**src/rtl/mem_stage_pkg.sv**
```systemverilog
// rtl/mem_stage_pkg.sv - memory-op codes, stage states and op classification helpers
package mem_stage_pkg;

   localparam int MEMOP_SIZE = 4;

   typedef enum logic [MEMOP_SIZE-1:0] {
      MEMOP_NONE = 4'd0,
      MEMOP_LW   = 4'd1,
      MEMOP_LB   = 4'd2,
      MEMOP_LBU  = 4'd3,
      MEMOP_LH   = 4'd4,
      MEMOP_LHU  = 4'd5,
      MEMOP_SW   = 4'd6,
      MEMOP_SB   = 4'd7,
      MEMOP_SH   = 4'd8
   } mem_op_t;

   typedef enum logic [1:0] {
      IDLE      = 2'd0,
      LOAD_WAIT = 2'd1,
      VALID     = 2'd2
   } state_t;

   function automatic logic is_load(input logic [MEMOP_SIZE-1:0] op);
      return (op == MEMOP_LW) || (op == MEMOP_LB) || (op == MEMOP_LBU) ||
             (op == MEMOP_LH) || (op == MEMOP_LHU);
   endfunction

   function automatic logic is_store(input logic [MEMOP_SIZE-1:0] op);
      return (op == MEMOP_SW) || (op == MEMOP_SB) || (op == MEMOP_SH);
   endfunction

   function automatic logic is_misaligned(input logic [MEMOP_SIZE-1:0] op, input logic [1:0] lo);
      return (((op == MEMOP_LW) || (op == MEMOP_SW)) && (lo != 2'b00)) ||
             (((op == MEMOP_LH) || (op == MEMOP_LHU) || (op == MEMOP_SH)) && lo[0]);
   endfunction

endpackage

```
**src/rtl/mem_load_align.sv**
```systemverilog
// rtl/mem_load_align.sv - little-endian byte/halfword extraction with sign/zero extension
module mem_load_align
   import mem_stage_pkg::*;
(
   input  logic [31:0]           rdata,
   input  logic [1:0]            addr,
   input  logic [MEMOP_SIZE-1:0] mem_op,
   output logic [31:0]           result
);

   logic [7:0]  byte_sel;
   logic [15:0] half_sel;

   always_comb begin
      byte_sel = 8'h00;
      case (addr)
         2'd0: byte_sel = rdata[7:0];
         2'd1: byte_sel = rdata[15:8];
         2'd2: byte_sel = rdata[23:16];
         default: byte_sel = rdata[31:24];
      endcase
      half_sel = addr[1] ? rdata[31:16] : rdata[15:0];
   end

   always_comb begin
      result = rdata;
      case (mem_op)
         MEMOP_LB:  result = {{24{byte_sel[7]}}, byte_sel};
         MEMOP_LBU: result = {24'h0, byte_sel};
         MEMOP_LH:  result = {{16{half_sel[15]}}, half_sel};
         MEMOP_LHU: result = {16'h0, half_sel};
         default:   result = rdata;
      endcase
   end

endmodule

```
**src/rtl/mem_stage.sv**
```systemverilog
// rtl/mem_stage.sv - memory-access stage: SRAM drive, load alignment, single-entry writeback buffer
module mem_stage
   import mem_stage_pkg::*;
#(
   parameter int ADDR_W = 32,
   parameter int DATA_W = 32,
   parameter int REG_W  = 5
) (
   input  logic                  clock,
   input  logic                  reset,
   input  logic                  ex_valid,
   output logic                  ex_ready,
   input  logic [DATA_W-1:0]     ex_alu_result,
   input  logic [DATA_W-1:0]     ex_store_data,
   input  logic [MEMOP_SIZE-1:0] ex_mem_op,
   input  logic [REG_W-1:0]      ex_write_reg,
   input  logic                  ex_regwrite,
   output logic                  data_sram_en,
   output logic [3:0]            data_sram_wen,
   output logic [ADDR_W-1:0]     data_sram_addr,
   output logic [DATA_W-1:0]     data_sram_wdata,
   input  logic [DATA_W-1:0]     data_sram_rdata,
   output logic                  wb_valid,
   input  logic                  wb_ready,
   output logic [DATA_W-1:0]     wb_result,
   output logic [REG_W-1:0]      wb_write_reg,
   output logic                  wb_regwrite,
   output logic                  wb_adel,
   output logic                  wb_ades
);

   state_t                state;
   logic [1:0]            pend_lo;
   logic [MEMOP_SIZE-1:0] pend_op;
   logic [DATA_W-1:0]     load_data;
   logic                  accept, op_load, op_store, op_mis;
   logic [1:0]            lo;

   assign lo       = ex_alu_result[1:0];
   assign op_load  = is_load(ex_mem_op);
   assign op_store = is_store(ex_mem_op);
   assign op_mis   = is_misaligned(ex_mem_op, lo);
   assign ex_ready = (state == IDLE) || ((state == VALID) && wb_ready);
   assign accept   = ex_valid && ex_ready;
   assign wb_valid = (state == VALID);

   // SRAM port is driven straight from the execute-side op, only in the accept cycle
   always_comb begin
      data_sram_en    = 1'b0;
      data_sram_wen   = 4'b0000;
      data_sram_addr  = '0;
      data_sram_wdata = '0;
      if (accept && !reset) begin
         data_sram_addr = {ex_alu_result[ADDR_W-1:2], 2'b00};
         if (!op_mis && (op_load || op_store))
            data_sram_en = 1'b1;
         if (!op_mis && op_store) begin
            case (ex_mem_op)
               MEMOP_SH: begin
                  data_sram_wen   = lo[1] ? 4'b1100 : 4'b0011;
                  data_sram_wdata = {2{ex_store_data[15:0]}};
               end
               MEMOP_SB: begin
                  data_sram_wen   = 4'b0001 << lo;
                  data_sram_wdata = {4{ex_store_data[7:0]}};
               end
               default: begin
                  data_sram_wen   = 4'b1111;
                  data_sram_wdata = ex_store_data;
               end
            endcase
         end
      end
   end

   mem_load_align u_load_align (
      .rdata  (data_sram_rdata),
      .addr   (pend_lo),
      .mem_op (pend_op),
      .result (load_data)
   );

   always_ff @(posedge clock) begin
      if (reset) begin
         state        <= IDLE;
         pend_lo      <= 2'b00;
         pend_op      <= '0;
         wb_result    <= '0;
         wb_write_reg <= '0;
         wb_regwrite  <= 1'b0;
         wb_adel      <= 1'b0;
         wb_ades      <= 1'b0;
      end else if (state == LOAD_WAIT) begin
         wb_result <= load_data;
         state     <= VALID;
      end else if (accept) begin
         wb_write_reg <= ex_write_reg;
         wb_adel      <= op_mis && op_load;
         wb_ades      <= op_mis && op_store;
         wb_result    <= ex_alu_result;
         wb_regwrite  <= ex_regwrite && !op_store && !op_mis;
         pend_lo      <= lo;
         pend_op      <= ex_mem_op;
         state        <= (op_load && !op_mis) ? LOAD_WAIT : VALID;
      end else if (state == VALID && wb_ready) begin
         state <= IDLE;
      end
   end

endmodule

```
**config.mk**
```make
export PLATFORM = sky130hd
export DESIGN_NAME = mem_stage
export DESIGN_NICKNAME = d
export VERILOG_FILES = /design/src/rtl/mem_stage_pkg.sv /design/src/rtl/mem_load_align.sv /design/src/rtl/mem_stage.sv
export SDC_FILE = /design/constraint.sdc
export NUM_CORES = 1
export LEC_CHECK = 0
export BUFFER_PORTS_ARGS = -buffer_cell sky130_fd_sc_hd__buf_2
export CAP_MARGIN = 30
export CORE_ASPECT_RATIO = 1.75
export CORE_MARGIN = 2
export CORE_UTILIZATION = 47
export CTS_CLUSTER_SIZE = 10
export DETAILED_ROUTE_END_ITERATION = 10
export GPL_TIMING_DRIVEN = 0
export PLACE_DENSITY = 0.87
export SLEW_MARGIN = 15
export SYNTH_ARGS = -nofsm -noshare
export SYNTH_HDL_FRONTEND = slang
export SYNTH_SLANG_ARGS = --single-unit
```
**constraint.sdc**
```tcl
create_clock -name clock -period 3.6 [get_ports clock]
set_input_delay 0.72 -clock clock [delete_from_list [all_inputs] [get_ports clock]]
set_output_delay 0.72 -clock clock [all_outputs]
set_load 0.02 [all_outputs]
```
==> results of run 1 <==
[through the flow]
| stage | cells | hold slack [ns] | setup WS [ns] | util | cell area [sq um] |
|---|---|---|---|---|---|
| final | 796 | 0.457 | 0.312 | 0.670 | 4850 |
| after global routing | 796 | 0.479 | 0.201 | 0.670 | 4850 |
| after CTS | 795 | 0.457 | 0.338 | 0.670 | 4840 |
| after detailed placement | 787 | 0.448 | 0.346 | 0.649 | 4690 |
| after global placement | 787 | 0.441 | 0.403 | 0.649 | 4690 |
| after floorplan | 486 | 0.441 | 0.645 | - | 3510 |
[cells in the final DEF, fill, tap and decap left out, types with 8 or more instances in the layout]
| cell type | netlist | routed |
|---|---|---|
| a21oi_1 | 73 | 73 |
| a222oi_1 | 8 | 8 |
| a22oi_1 | 11 | 11 |
| a31oi_1 | 11 | 11 |
| and2_1 | 39 | 39 |
| and3_1 | 20 | 20 |
| buf_2 | 14 | 229 |
| clkbuf_1 | 24 | 24 |
| dfxtp_1 | 48 | 48 |
| nand2_1 | 87 | 87 |
| nand2b_1 | 8 | 8 |
| nand3b_1 | 9 | 9 |
| nor2_1 | 14 | 14 |
| o211ai_1 | 8 | 8 |
| o21ai_0 | 13 | 13 |
| o22ai_1 | 29 | 29 |
[worst max-delay path: cells and delay by family]
family / cells / cell delay, ns
and+or+nand+nor: 4 / 0.97
buffers and inverters: 3 / 0.63
AOI/OAI and AO/OA: 1 / 0.24
[power breakdown]
part / internal (mW) / leakage (nW) / switching [mW]
sequential: 0.570 / 0.395 / 0.0218
combinational: 0.198 / 1.95 / 0.321
clock: 0.275 / 0.0766 / 0.216
[kinds of logic after synthesis]
family          share of synthesized area
compound gates                      0.314
buf+inv                            0.0585
flops                               0.274
mux                                0.0442
other cells                       0.00107
simple gates                        0.308
[path summary, 6_finish.rpt]
path                        start             endpoint
setup / recovery     ex_mem_op[0]  data_sram_wdata[15]
hold / removal    wb_write_reg[0]      wb_write_reg[0]
setup reg to reg         state[1]        wb_result[15]
hold reg to reg   wb_write_reg[0]      wb_write_reg[0]
[cell usage after synthesis (3+ instances only)]
cell | n | area share
a21oi_1 | 73 | 0.10
a222oi_1 | 8 | 0.023
a22oi_1 | 11 | 0.024
a2bb2oi_1 | 5 | 0.012
a31oi_1 | 11 | 0.020
and2_1 | 39 | 0.070
and3_1 | 20 | 0.036
buf_1 | 3 | 0.0032
buf_2 | 14 | 0.020
clkbuf_1 | 24 | 0.026
dfxtp_1 | 48 | 0.27
inv_1 | 5 | 0.0054
mux4_2 | 6 | 0.039
nand2_1 | 87 | 0.093
nand2b_1 | 8 | 0.014
nand3_1 | 5 | 0.0071
nand3b_1 | 9 | 0.019
nor2_1 | 14 | 0.015
nor2b_1 | 6 | 0.011
nor3b_1 | 3 | 0.0064
o211ai_1 | 8 | 0.017
o21ai_0 | 13 | 0.019
o22ai_1 | 29 | 0.052
or2_2 | 3 | 0.0054
[metal layers]
layer	global-route usage	vias up	routed length [microns]
met5	0	-	0
met3	0.0554	63	1170
met1	0.324	2184	4640
met4	0.262	0	1210
li1	-	2215	-
met2	0.647	314	7660
[cell type report]
type | count | area, sq um | share of cell area
Timing Repair Buffer | 215 | 1080 | 0.222
Multi-Input combinational cell | 390 | 2340 | 0.484
Buffer | 43 | 186 | 0.0385
Clock buffer | 6 | 139 | 0.0287
Clock inverter | 2 | 10.0 | 0.00207
Tap cell | 86 | 108 | 0.0222
Inverter | 5 | 18.8 | 0.00387
Sequential cell | 48 | 961 | 0.198
Antenna cell | 1 | 2.50 | 0.000516
==> impl_results.md, run 1 <==
- Highest-delay cell along the critical path: nor4b_4
- Crit Path Category: in2out
- First-pass DRT Iterations: 5
- Nets: 818
- Worst R2R Setup Slack: 1.56 ns
- Req. time, crit path: 2.88 ns
- Detailed Route WL: 14700 microns
- CP most frequent cell: buf_2
- Largest net degree at the start of global routing: 15
- Min-Delay Path Depth: 2
- Startpoint Class: input port
- Worst slew pin tran: 0.644 ns
- Slew margin rel.: 0.569
- Post-DR vias/cell: 6.00
- Die height: 118 microns
- H-tree Lvls: 2
- Total power: 1.60 mW
- Max-slew violations: 0
- Sequential share of the synthesized area: 0.274
- Max Fclk: 304 MHz
- Outcome: complete, no violations
- Std cell rows: 41
- Post-CTS Repair Setup Buffers: 0
- Max FFs per register: 32
- Skew final: 0.00307 ns
- Async S/R FF share, synth: 0
- Initial Util: 0.485
- Hold crit path type: reg2reg
- CTS Root Cell: clkbuf_16
- Dominant synthesized flop cell: dfxtp_1
- Period utilization: 0.913
- Critical path peak fanout: 10
- Area Overhead vs Synth: 38.2%
- GRT Overall Usage: 0.346
- Final GP Congestion: 0.952
- CTS tree: yes
- Total gr overflow: 0
- Worst skew pair latency: 0.30 ns
- Core ar.: 7230 sq um
- Worst vdd ir: 0.347 mV
- Mapped cell area: 3510 sq um
- Post-synth EDFFs: 0
- RSZ-0062 raised after global routing: no
- Initial DRC count: 266
- Drc violations: 0
- # hold bufs at CTS: 0
- # resized after CTS: 0
- Count of final hold-check violations: 0
- Share of cells above drive strength 1: 0.365
- Clock sinks: 48
- Max Cap Viol: 0
- Initial antenna violation count: 1
- CP Cell Sequence: buf_2 -> nor4b_4 -> nor2_2 -> nor3_2 -> nand3_2 -> buf_2 -> a21oi_1 -> buf_2
- Min Tclk post-route: 3.29 ns
- Dpl hpwl: 11800 microns
- Yosys Warn Count: 0
- Full die area: 8200 sq um
- Netlist cell types: 47
- Global-route wire length before repair: 22700 microns
- Fill cells: 654
- #FFs+latches synth: 48
- Largest stage delay, worst path: 0.40 ns
- Pleak: 2.42 nW
- Syn Area/Cell: 7.23 sq um
- Clk slew on worst S/H paths: 0.07 ns
- IO Count: 221
- Wirelength per Cell: 18.4 microns
- Finish-stage setup viols: 0
- Cells after synthesis: 485
- Setup tns final: 0 ns
- Worst reg2reg path depth: 6
- Cell Pwr Density: 330 nW/um^2
- Via count: 4776
- Crit. End Element: output pin
- Die Width: 69.3 microns
- Vias in the first global route: 4562
- Number of I/O port buffers: 215
- Worst Path Arrival: 2.57 ns
- Post-route ant nets: 0
- Cts bufs inserted: 5
- CTS max path bufs: 2
Note: power is estimated with default switching activity, not from simulation.
==> run 2: changes to the inputs <==
--- a/config.mk
+++ b/config.mk
@@ -15,4 +15,5 @@
 export GPL_TIMING_DRIVEN = 0
 export PLACE_DENSITY = 0.87
+export RECOVER_POWER = 50
 export SLEW_MARGIN = 15
 export SYNTH_ARGS = -nofsm -noshare
==> constraint.sdc (replaced) <==
create_clock -name clock -period 3.6 [get_ports clock]
set_input_delay 0.72 -clock clock [delete_from_list [all_inputs] [get_ports clock]]
set_output_delay 0.72 -clock clock [all_outputs]
set_load 0.005 [all_outputs]
==> run 2 against run 1 <==
Cell area fell by 1.0%. Maximum frequency increased by 2.1%. First-iteration DRC count down 0.38%. Clock skew is 0.00068 ns higher. Critical path depth did not move. Non-clock buffer count unchanged. Sequential share of layout area is 0.20 points higher. Sequential power barely moved. Clock power about the same. Largest cell class unchanged.
==> impl_results.md, run 2 (synthesized netlist as in run 1, its figures left out) <==
- Outcome: complete, no violations
- Total gr overflow: 0
- Slew margin rel.: 0.569
- Number of I/O port buffers: 215
- Full die area: 8200 sq um
- Critical path peak fanout: 10
- Cell Pwr Density: 319 nW/um^2
- Post-layout instance count excluding filler cells: 796
- Std cell rows: 41
- Share of cells above drive strength 1: 0.324
- Drc violations: 0
- Die Width: 69.3 microns
- Initial antenna violation count: 1
- Final non-filler cell area: 4800 sq um
- Post-route ant nets: 0
- First-pass DRT Iterations: 6
- # hold bufs at CTS: 0
- Min Tclk post-route: 3.22 ns
- Worst vdd ir: 0.342 mV
- CP Cell Sequence: buf_2 -> nor4b_4 -> nor2_2 -> nor3_2 -> nand3_2 -> buf_2 -> a21oi_1 -> buf_2
- CP most frequent cell: buf_2
- # resized after CTS: 0
- Clock group share of total power: 0.321
- Flop pwr share: 0.387
- Crit. End Element: output pin
- Die height: 118 microns
- Hold Slack: 0.455 ns
- Wirelength per Cell: 18.4 microns
- Core ar.: 7230 sq um
- Worst slew pin tran: 0.644 ns
- Pleak: 2.31 nW
- Post-CTS Repair Setup Buffers: 0
- Max Cap Viol: 0
- Internal power: 1.03 mW
- Initial DRC count: 265
- Largest net degree at the start of global routing: 15
- Largest stage delay, worst path: 0.40 ns
- Cts bufs inserted: 5
- Global-route wire length before repair: 22700 microns
- Clk slew on worst S/H paths: 0.06 ns
- Worst skew pair latency: 0.30 ns
- Cell Count Post-Placement: 787
- Highest-delay cell along the critical path: nor4b_4
- Max FFs per register: 32
- CTS max path bufs: 2
- Worst Path Arrival: 2.50 ns
- GRT Overall Usage: 0.346
- Startpoint Class: input port
- Max-slew violations: 0
- Clock sinks: 48
- RSZ-0062 raised after global routing: no
- IO Count: 221
- Setup tns final: 0 ns
- Finish-stage setup viols: 0
- Crit Path Category: in2out
- CTS tree: yes
- Period utilization: 0.894
- Most frequent cells in the layout: buf_2, nand2_1, a21oi_1, clkbuf_1, dfxtp_1
- Vias in the first global route: 4562
- Nets: 818
- Detailed Route WL: 14700 microns
- Fill cells: 665
- Hold crit path type: reg2reg
- Via count: 4856
- Final GP Congestion: 0.952
- Placed standard-cell area: 4690 sq um
- Post-DR vias/cell: 6.10
- Area Overhead vs Synth: 36.8%
- Most common cell after layout, fill and taps aside: buf_2
- Req. time, crit path: 2.88 ns
- Skew final: 0.00375 ns
- Count of final hold-check violations: 0
- Max Fclk: 311 MHz
- Combinational share of power: 0.292
- Setup WS post-layout: 0.380 ns
- H-tree Lvls: 2
- P_sw: 496 uW
- Minimum setup slack after placement: 0.398 ns
- Initial Util: 0.485
- Dpl hpwl: 11800 microns
- Switching share of power: 0.324
- CTS Root Cell: clkbuf_16
run 2: cell count changes in the layout (fill, tap and decap cells not counted):
| cell | previous run | this run |
|---|---|---|
| clkbuf_1 | 24 | 53 |
| o41ai_1 | 0 | 2 |
| buf_2 | 229 | 202 |
| buf_1 | 3 | 1 |
| o41ai_2 | 2 | 0 |
run 2: final cells by class:
class	instances	area, sq um	share of cell area
repair buffers	215	1050	0.218
plain buffers	43	181	0.0378
clock buffers	6	139	0.0290
well taps	86	108	0.0224
inverters	5	18.8	0.00391
multi-input cells	390	2330	0.486
diodes	1	2.50	0.000522
flip-flops and latches	48	961	0.200
clock inverters	2	10.0	0.00209
run 2: power by group through the flow:
stage / sequential [mW] / combinational (mW) / clock, mW
floorplan: 0.603 / 0.237 / 0
global placement: 0.600 / 0.432 / 0
detailed placement: 0.602 / 0.442 / 0
CTS: 0.591 / 0.445 / 0.493
global route: 0.596 / 0.485 / 0.510
finish: 0.592 / 0.447 / 0.492
run 2: path summary, 6_finish.rpt:
path | endpoint | cells past startpoint | slack [ns] | from
hold / removal | wb_write_reg[4] | 2 | 0.46 | wb_write_reg[4]
setup / recovery | data_sram_wdata[15] | 8 | 0.38 | ex_mem_op[0]
hold reg to reg | wb_write_reg[4] | 2 | 0.46 | wb_write_reg[4]
setup reg to reg | wb_result[15] | 6 | 1.40 | state[1]
run 2: metal layers:
| metal | track usage | up-vias | share of wire |
|---|---|---|---|
| li1 | - | 2213 | - |
| met1 | 0.324 | 2240 | 0.31 |
| met2 | 0.647 | 340 | 0.53 |
| met3 | 0.0554 | 63 | 0.082 |
| met4 | 0.262 | 0 | 0.080 |
| met5 | 0 | - | 0 |
run 2: through the flow:
| step | utilization | total power [mW] |
|---|---|---|
| global route | 0.663 | 1.59 |
| global placement | 0.649 | 1.03 |
| detailed placement | 0.649 | 1.04 |
| finish | 0.663 | 1.53 |
| CTS | 0.670 | 1.53 |
| floorplan | - | 0.840 |
run 2: worst max-delay path: cells and delay by family:
kind	cells	cell delay, ns
AO/OA/AOI/OAI	1	0.24
buffers and inverters	3	0.57
AND/OR/NAND/NOR	4	0.97
